## src/rtl/sram_ctrl_pkg.sv

```systemverilog
// Shared types and helpers for the sram_ctrl block.
`timescale 1ns/1ps
package sram_ctrl_pkg;

  localparam int DATA_WIDTH_DEF = 32;
  localparam int ADDR_WIDTH_DEF = 4;

  // Controller phases: zero-fill after reset, then normal traffic.
  typedef enum logic {
    INIT,
    RUN
  } state_t;

  // One client request at the default widths.
  typedef struct packed {
    logic                      we;
    logic [ADDR_WIDTH_DEF-1:0] addr;
    logic [DATA_WIDTH_DEF-1:0] wdata;
  } req_t;

  // Number of SRAM words for a given address width.
  function automatic int depth_of(input int addr_width);
    return 1 << addr_width;
  endfunction

endpackage

```

## src/rtl/sram_ctrl_rsp.sv

```systemverilog
// Per-channel read-response pipeline: remembers that a read was accepted,
// then captures the SRAM output one cycle later and strobes rsp_valid.
`timescale 1ns/1ps
module sram_ctrl_rsp #(
  parameter int DATA_WIDTH = 32
) (
  input  logic                  clk,
  input  logic                  rst,
  input  logic                  rd_fire,
  input  logic [DATA_WIDTH-1:0] q,
  output logic                  rsp_valid,
  output logic [DATA_WIDTH-1:0] rsp_rdata
);

  logic pending;

  // Track the accepted read, then present the SRAM word; data holds when idle.
  // NOTE: sequential state uses non-blocking assignments so every flop samples pre-edge values.
  always_ff @(posedge clk or posedge rst) begin
    if (rst) begin
      pending   <= 1'b0;
      rsp_valid <= 1'b0;
      rsp_rdata <= '0;
    end else begin
      pending   <= rd_fire;
      rsp_valid <= pending;
      if (pending) rsp_rdata <= q;
    end
  end

endmodule

```

## src/rtl/sram_ctrl.sv

```systemverilog
// Two-channel controller in front of a true dual-port SRAM. Zero-fills the
// memory after reset, then arbitrates same-address hazards with A priority.
`timescale 1ns/1ps
module sram_ctrl
  import sram_ctrl_pkg::*;
#(
  parameter int DATA_WIDTH = 32,
  parameter int ADDR_WIDTH = 4
) (
  input  logic                  clk,
  input  logic                  rst,
  input  logic                  req_valid_a,
  output logic                  req_ready_a,
  input  logic                  req_we_a,
  input  logic [ADDR_WIDTH-1:0] req_addr_a,
  input  logic [DATA_WIDTH-1:0] req_wdata_a,
  output logic                  rsp_valid_a,
  output logic [DATA_WIDTH-1:0] rsp_rdata_a,
  input  logic                  req_valid_b,
  output logic                  req_ready_b,
  input  logic                  req_we_b,
  input  logic [ADDR_WIDTH-1:0] req_addr_b,
  input  logic [DATA_WIDTH-1:0] req_wdata_b,
  output logic                  rsp_valid_b,
  output logic [DATA_WIDTH-1:0] rsp_rdata_b,
  output logic                  init_done,
  output logic [DATA_WIDTH-1:0] data_a,
  output logic [ADDR_WIDTH-1:0] addr_a,
  output logic                  we_a,
  input  logic [DATA_WIDTH-1:0] q_a,
  output logic [DATA_WIDTH-1:0] data_b,
  output logic [ADDR_WIDTH-1:0] addr_b,
  output logic                  we_b,
  input  logic [DATA_WIDTH-1:0] q_b
);

  localparam int DEPTH = depth_of(ADDR_WIDTH);
  localparam int HALF  = DEPTH / 2;
  // Each port clears half the array, so the counter spans DEPTH/2 words.
  localparam int CW    = (ADDR_WIDTH > 1) ? ADDR_WIDTH - 1 : 1;
  localparam logic [CW-1:0] CNT_LAST = CW'(HALF - 1);

  state_t        state;
  logic [CW-1:0] cnt;
  logic          run;
  logic          conflict;
  logic          fire_a;
  logic          fire_b;

  // Zero-fill sequencer: walk the lower half on A and upper half on B, then run.
  always_ff @(posedge clk or posedge rst) begin
    if (rst) begin
      state     <= INIT;
      cnt       <= '0;
      init_done <= 1'b0;
    end else if (state == INIT) begin
      cnt <= cnt + 1'b1;
      if (cnt == CNT_LAST) begin
        state     <= RUN;
        init_done <= 1'b1;
      end
    end
  end

  assign run = (state == RUN);

  // B yields to A whenever both touch the same word and either one writes;
  // two reads of one word can proceed together.
  assign conflict = req_valid_a & req_valid_b & (req_addr_a == req_addr_b)
                  & (req_we_a | req_we_b);

  assign req_ready_a = run;
  assign req_ready_b = run & ~conflict;
  assign fire_a      = req_valid_a & req_ready_a;
  assign fire_b      = req_valid_b & req_ready_b;

  // SRAM port steering: fill pattern during INIT, client requests during RUN.
  // NOTE: every output gets a default first so no path leaves one unassigned (no latch).
  always_comb begin
    addr_a = req_addr_a;
    data_a = req_wdata_a;
    we_a   = req_we_a & fire_a;
    addr_b = req_addr_b;
    data_b = req_wdata_b;
    we_b   = req_we_b & fire_b;
    if (!run) begin
      addr_a = ADDR_WIDTH'(cnt);
      addr_b = ADDR_WIDTH'(cnt) + ADDR_WIDTH'(HALF);
      data_a = '0;
      data_b = '0;
      // Held off while rst is asserted so the SRAM sees no writes during reset.
      we_a   = ~rst;
      we_b   = ~rst;
    end
  end

  sram_ctrl_rsp #(.DATA_WIDTH(DATA_WIDTH)) u_rsp_a (
    .clk       (clk),
    .rst       (rst),
    .rd_fire   (fire_a & ~req_we_a),
    .q         (q_a),
    .rsp_valid (rsp_valid_a),
    .rsp_rdata (rsp_rdata_a)
  );

  sram_ctrl_rsp #(.DATA_WIDTH(DATA_WIDTH)) u_rsp_b (
    .clk       (clk),
    .rst       (rst),
    .rd_fire   (fire_b & ~req_we_b),
    .q         (q_b),
    .rsp_valid (rsp_valid_b),
    .rsp_rdata (rsp_rdata_b)
  );

endmodule
```

## config.mk

```make
export PLATFORM = sky130hd
export DESIGN_NAME = sram_ctrl
export DESIGN_NICKNAME = d
export VERILOG_FILES = /design/src/rtl/sram_ctrl_pkg.sv /design/src/rtl/sram_ctrl_rsp.sv /design/src/rtl/sram_ctrl.sv
export SDC_FILE = /design/constraint.sdc
export NUM_CORES = 1
export LEC_CHECK = 0
export CAP_MARGIN = 20
export CORE_AREA = 2 2 110 112
export DETAILED_ROUTE_END_ITERATION = 8
export DIE_AREA = 0 0 112 114
export PLACE_DENSITY = 0.77
export SYNTH_ARGS = -nofsm -noshare
export SYNTH_HDL_FRONTEND = slang
export SYNTH_SLANG_ARGS = --single-unit
```

## constraint.sdc

```tcl
create_clock -name clk -period 5.81 [get_ports clk]
set_clock_uncertainty 0.2 [all_clocks]
set_input_delay 1.162 -clock clk [delete_from_list [all_inputs] [get_ports clk]]
set_output_delay 1.162 -clock clk [all_outputs]
set_load 0.01 [all_outputs]
```

Word level (Yosys, flattened, before mapping)
Index checks and enable logic that the tools add are counted.
Widths: inputs -> output; s select.
- multiply operators: 0
- shift operators: 0
- eq/ne operators: 2
- bitwise operators: 16
- magnitude comparators: 0
- add/subtract/negate cells: 2
- mux-type cells: 8
- divide/modulo/power cells: 0
- reduce and logical (&&, ||, !) cells: 1
- operators by type and width (operator ; number):
    $mux 32 ; 2
    $and 1x1->1 ; 10
    $mux 4 ; 2
    $not 1->1 ; 5
    $add 3x4->4 const B ; 1
    $eq 4x4->1 ; 1
    $mux 1 ; 4
    $add 3x1->3 const B ; 1
    $eq 3x3->1 const B ; 1
    $reduce_and 2->1 ; 1
    $or 1x1->1 ; 1
- output and inout port bits: 143
- register bits after elaboration: 73
- memory bits (writable): 0
- memories kept: 0
- input bits: 142
- memory bits (read-only): 0
- bits in latches: 0

Logic depth before layout (Yosys ltp)
- depth after elaboration: 8
- mapped depth: 5

By module
A second synthesis with hierarchy kept.
- cells, all modules: 265
- area total of the unflattened synthesis: 3651.0 µm²
- modules (own cells, without submodules) (module ; cells each ; area an instance (µm²) ; instances):
    sram_ctrl_rsp ; 71 ; 1398.8 ; 2
    sram_ctrl ; 123 ; 853.3 ; 1

Worst setup path before layout
No wires, ideal clock.
- path kind: input to output
- from: input rst
- to: output we_b
- slack: 1.381 ns
- stages on the path: 3
- buffers on the path: 0
- required time: 4.448 ns
- arrival: 3.067 ns
- cells stage by stage: inv_1 > nand2_1 > nand3_1
- longest elaborated chain between the ends: 2
- RTL lines (item ; RTL line ; source):
    start: declaration ; sram_ctrl.sv:11 ; input logic rst,
    $not 1->1 ; sram_ctrl.sv:93 ; we_b = ~rst;
    $mux 1 ; sram_ctrl.sv:86 ; if (!run) begin
    end: declaration ; sram_ctrl.sv:33 ; output logic we_b,
No other way between the ends.

Final worst setup path
- from: input req_addr_b[2]
- to: output req_ready_b
- longest elaborated chain between the ends: 5
- RTL lines (item ; RTL line ; source):
    start: declaration ; sram_ctrl.sv:22 ; input logic [ADDR_WIDTH-1:0] req_addr_b,
    $eq 4x4->1 ; sram_ctrl.sv:69 ; assign conflict = req_valid_a & req_valid_b & (req_addr_a == req_addr_b)
    $and 1x1->1 ; sram_ctrl.sv:69 ;
    $and 1x1->1 ; sram_ctrl.sv:70 ; & (req_we_a | req_we_b);
    $not 1->1 ; sram_ctrl.sv:73 ; assign req_ready_b = run & ~conflict;
    $and 1x1->1 ; sram_ctrl.sv:73 ;
    end: declaration ; sram_ctrl.sv:20 ; output logic req_ready_b,
No other way between the ends.

==> results.cfg <==
[outcome]
outcome = finished, final reports clean

[setup_path]
cp_cell_sequence = clkdlybuf4s50_1 -> xor2_1 -> nor2_1 -> a21oi_1 -> clkdlybuf4s50_1
rrSetupSlack_ns = 4.02
cp-start-kind = input port
crit_arrival_ns = 2.79
timing.rr.start = u_rsp_b.pending
cpMostUsedCell = clkdlybuf4s50_1
crit_path_max_fanout = 2
max_stage_delay_ns = 0.56
crit_start = req_addr_b[2]
crit_required_ns = 4.45
regToRegEndpoint = u_rsp_b.rsp_rdata[29]
cp_num_buf_inv = 2
slowest_stage = clkdlybuf4s50_1
end_kind = output pin
critPathTopFamily = buffers and inverters
crit_type = input port to output pin
rr_worst_depth = 1

[timing]
period_needed_ns = 4.15
final.setup.tns_ns = 0
rsz0062_at_grt = no
fmax_ghz = 0.241
hold_ws_ns = 0.274
slew_violations = 0
hold_viol = 0
worst_pin_slew_ns = 1.04
finalSetupViolCount = 0
max_slew_margin = 0.304
post-route-period-util = 0.715

[final_layout]
multi_input_area_mm2 = 0.00161
seq_area_mm2 = 0.00183
nets = 688
fill_cells = 952
area_growth_pct = 87.0
num_antenna_cells = 0
drive_above_1_share = 0.164

[cts]
clkLatencyLatePin_ns = 0.32
clk_path_buf_depth = 2
clock_sinks = 73
post_cts_buffers = 0
cts_hold_buf = 0
cts_buffers = 9
htreeDepth = 3
cts_root_buffer = clkbuf_16
clkTransAtPathRegs_ns = 0.06
cts-resized-gates = 0
cts_tree = done

[yosys]
synth_flop_cell = dfrtp_1
synth_edf_count = 0
async_flop_share = 1.00
syn_avg_cell_area_um2 = 13.8
synth_top_area_frac = 0.502
ys_types = 26
syn_inst = 263
yosysTopAreaCell = dfrtp_1
yosysWarnings = 0
syn_nets = 407
synth_area_leaders = dfrtp_1 (50%), mux2_4 (26%), and2_1 (11%)
yosysSeqAreaShare = 0.502
netlist_area_mm2 = 0.00364
ys_seq_elements = 73

[hold_path]
hold_start = init_done
hold_depth = 1
hold_path.class = flop to flop
holdPathEnd = init_done

[die]
ios = 285
die_h_um = 114
start_util = 0.311
dieArea_mm2 = 0.0128
dieWidth_um = 112
rows = 40
core_mm2 = 0.0117

[power_and_ir_drop]
ir_drop_v = 0.000165
leakage_nw = 2.91
p_per_area_mw_per_mm2 = 246

[detailed_routing]
dr.pass1.iters = 4
drt-initial-drc-count = 142
vias_per_cell = 4.35
routed_wl_um = 11700
drc = 0
drt.antenna.violating_nets = 0
vias = 3027
wl_per_cell_um = 16.8

[global_routing]
grt_pass1_wl_um = 18000
grt_max_degree = 83
grt_overflow_total = 0
antenna_found_initial = 0
grt_pass1_vias = 3361
track_usage = 0.181

[placement]
portBuffers = 284
dp_hpwl_um = 8840
gp_congestion = 0.910

[run]
cap_viol_max_count = 0
==> flip-flops by register name, indices dropped and copies added, names as in the netlist <==
name	count
u_rsp_b.pending	1
cnt	3
u_rsp_a.rsp_valid	1
u_rsp_b.rsp_rdata	32
u_rsp_a.rsp_rdata	32
u_rsp_b.rsp_valid	1
init_done	1
req_ready_a	1
u_rsp_a.pending	1
==> cells in the final DEF (no fill, tap or decap) <==
cell type        netlist  final
clkdlybuf4s50_1        0    284
dfrtp_1               73     70
and2_1                65     65
mux2_4                62     62
nand2_1               19     19
clkbuf_16              0      9
mux2_2                 4      4
xor2_1                 4      4
dfrtp_2                0      3
inv_2                  1      2
nor2_1                 2      2
nand3_1                2      2
ha_1                   2      2
clkinvlp_4             0      2
buf_4                  1      2
xnor2_1                1      1
o211ai_1               1      1
nor3_1                 1      1
a21oi_1                1      1
a211oi_2               1      1
and3_1                 1      1
o31ai_1                1      1
o21ai_0                1      1
nand2b_1               1      1
or2_1                  1      1
a21o_1                 1      1
inv_6                  0      1
clkbuf_1               0      1
clkinv_4               0      1
bufinv_16              0      1
clkinv_2               0      1
buf_12                 6      1
==> Yosys cell counts (2+ instances only) <==
| cell type | number |
|---|---|
| nand2_1 | 19 |
| dfrtp_1 | 73 |
| nor2_1 | 2 |
| nand3_1 | 2 |
| ha_1 | 2 |
| mux2_2 | 4 |
| buf_12 | 6 |
| xor2_1 | 4 |
| buf_6 | 3 |
| buf_2 | 7 |
| mux2_4 | 62 |
| and2_1 | 65 |
==> cells by family (layout without fill, tap and decap cells) <==
group           count (synthesis)  count (layout)  synth area share
compound gates                  6               6            0.0124
xor+xnor                        5               5            0.0120
fa+ha+maj                       2               2           0.00687
buf+inv                        19             305            0.0560
flops                          73              73             0.502
mux                            66              66             0.268
simple gates                   92              92             0.143
==> layer usage <==
layer  wire, um  track usage  up-vias
met5          0            0        -
li1           -            -     1423
met2       6050        0.317      153
met3       1040       0.0723       21
met1       4310        0.200     1430
met4        298       0.0699        0
==> stage by stage <==
| stage | std cells | cell area (um2) | setup slack (ns) | util | total power, mW |
|---|---|---|---|---|---|
| 2_1_floorplan | 263 | 3640 | 1.38 | - | 0.824 |
| 3_3_place_gp | 679 | 6490 | 1.70 | 0.554 | 1.13 |
| 3_5_place_dp | 679 | 6490 | 1.69 | 0.554 | 1.13 |
| 4_1_cts | 695 | 6790 | 1.68 | 0.579 | 1.70 |
| 5_1_grt | 696 | 6810 | 1.60 | 0.581 | 1.76 |
| 6_report | 696 | 6810 | 1.66 | 0.581 | 1.67 |
==> worst max-delay path by stage <==
stage                        to  cells past startpoint
floorplan                  we_b                      3
global placement           we_b                      6
detailed placement  req_ready_b                      5
CTS                 req_ready_b                      5
global route        req_ready_b                      5
finish              req_ready_b                      5
==> layout make-up <==
type,instances,area share
clock inverters,6,0.00993
repair buffers,287,0.423
well taps,147,0.0270
flip-flops and latches,73,0.269
clock buffers,10,0.0336
multi-input cells,171,0.236
inverters,2,0.00110
==> where the power goes <==
group	internal [mW]	switching (mW)
clock network	0.334	0.214
logic	0.348	0.147
registers	0.577	0.0515
total	1.26	0.412
Power figures use the tool's default switching activity.
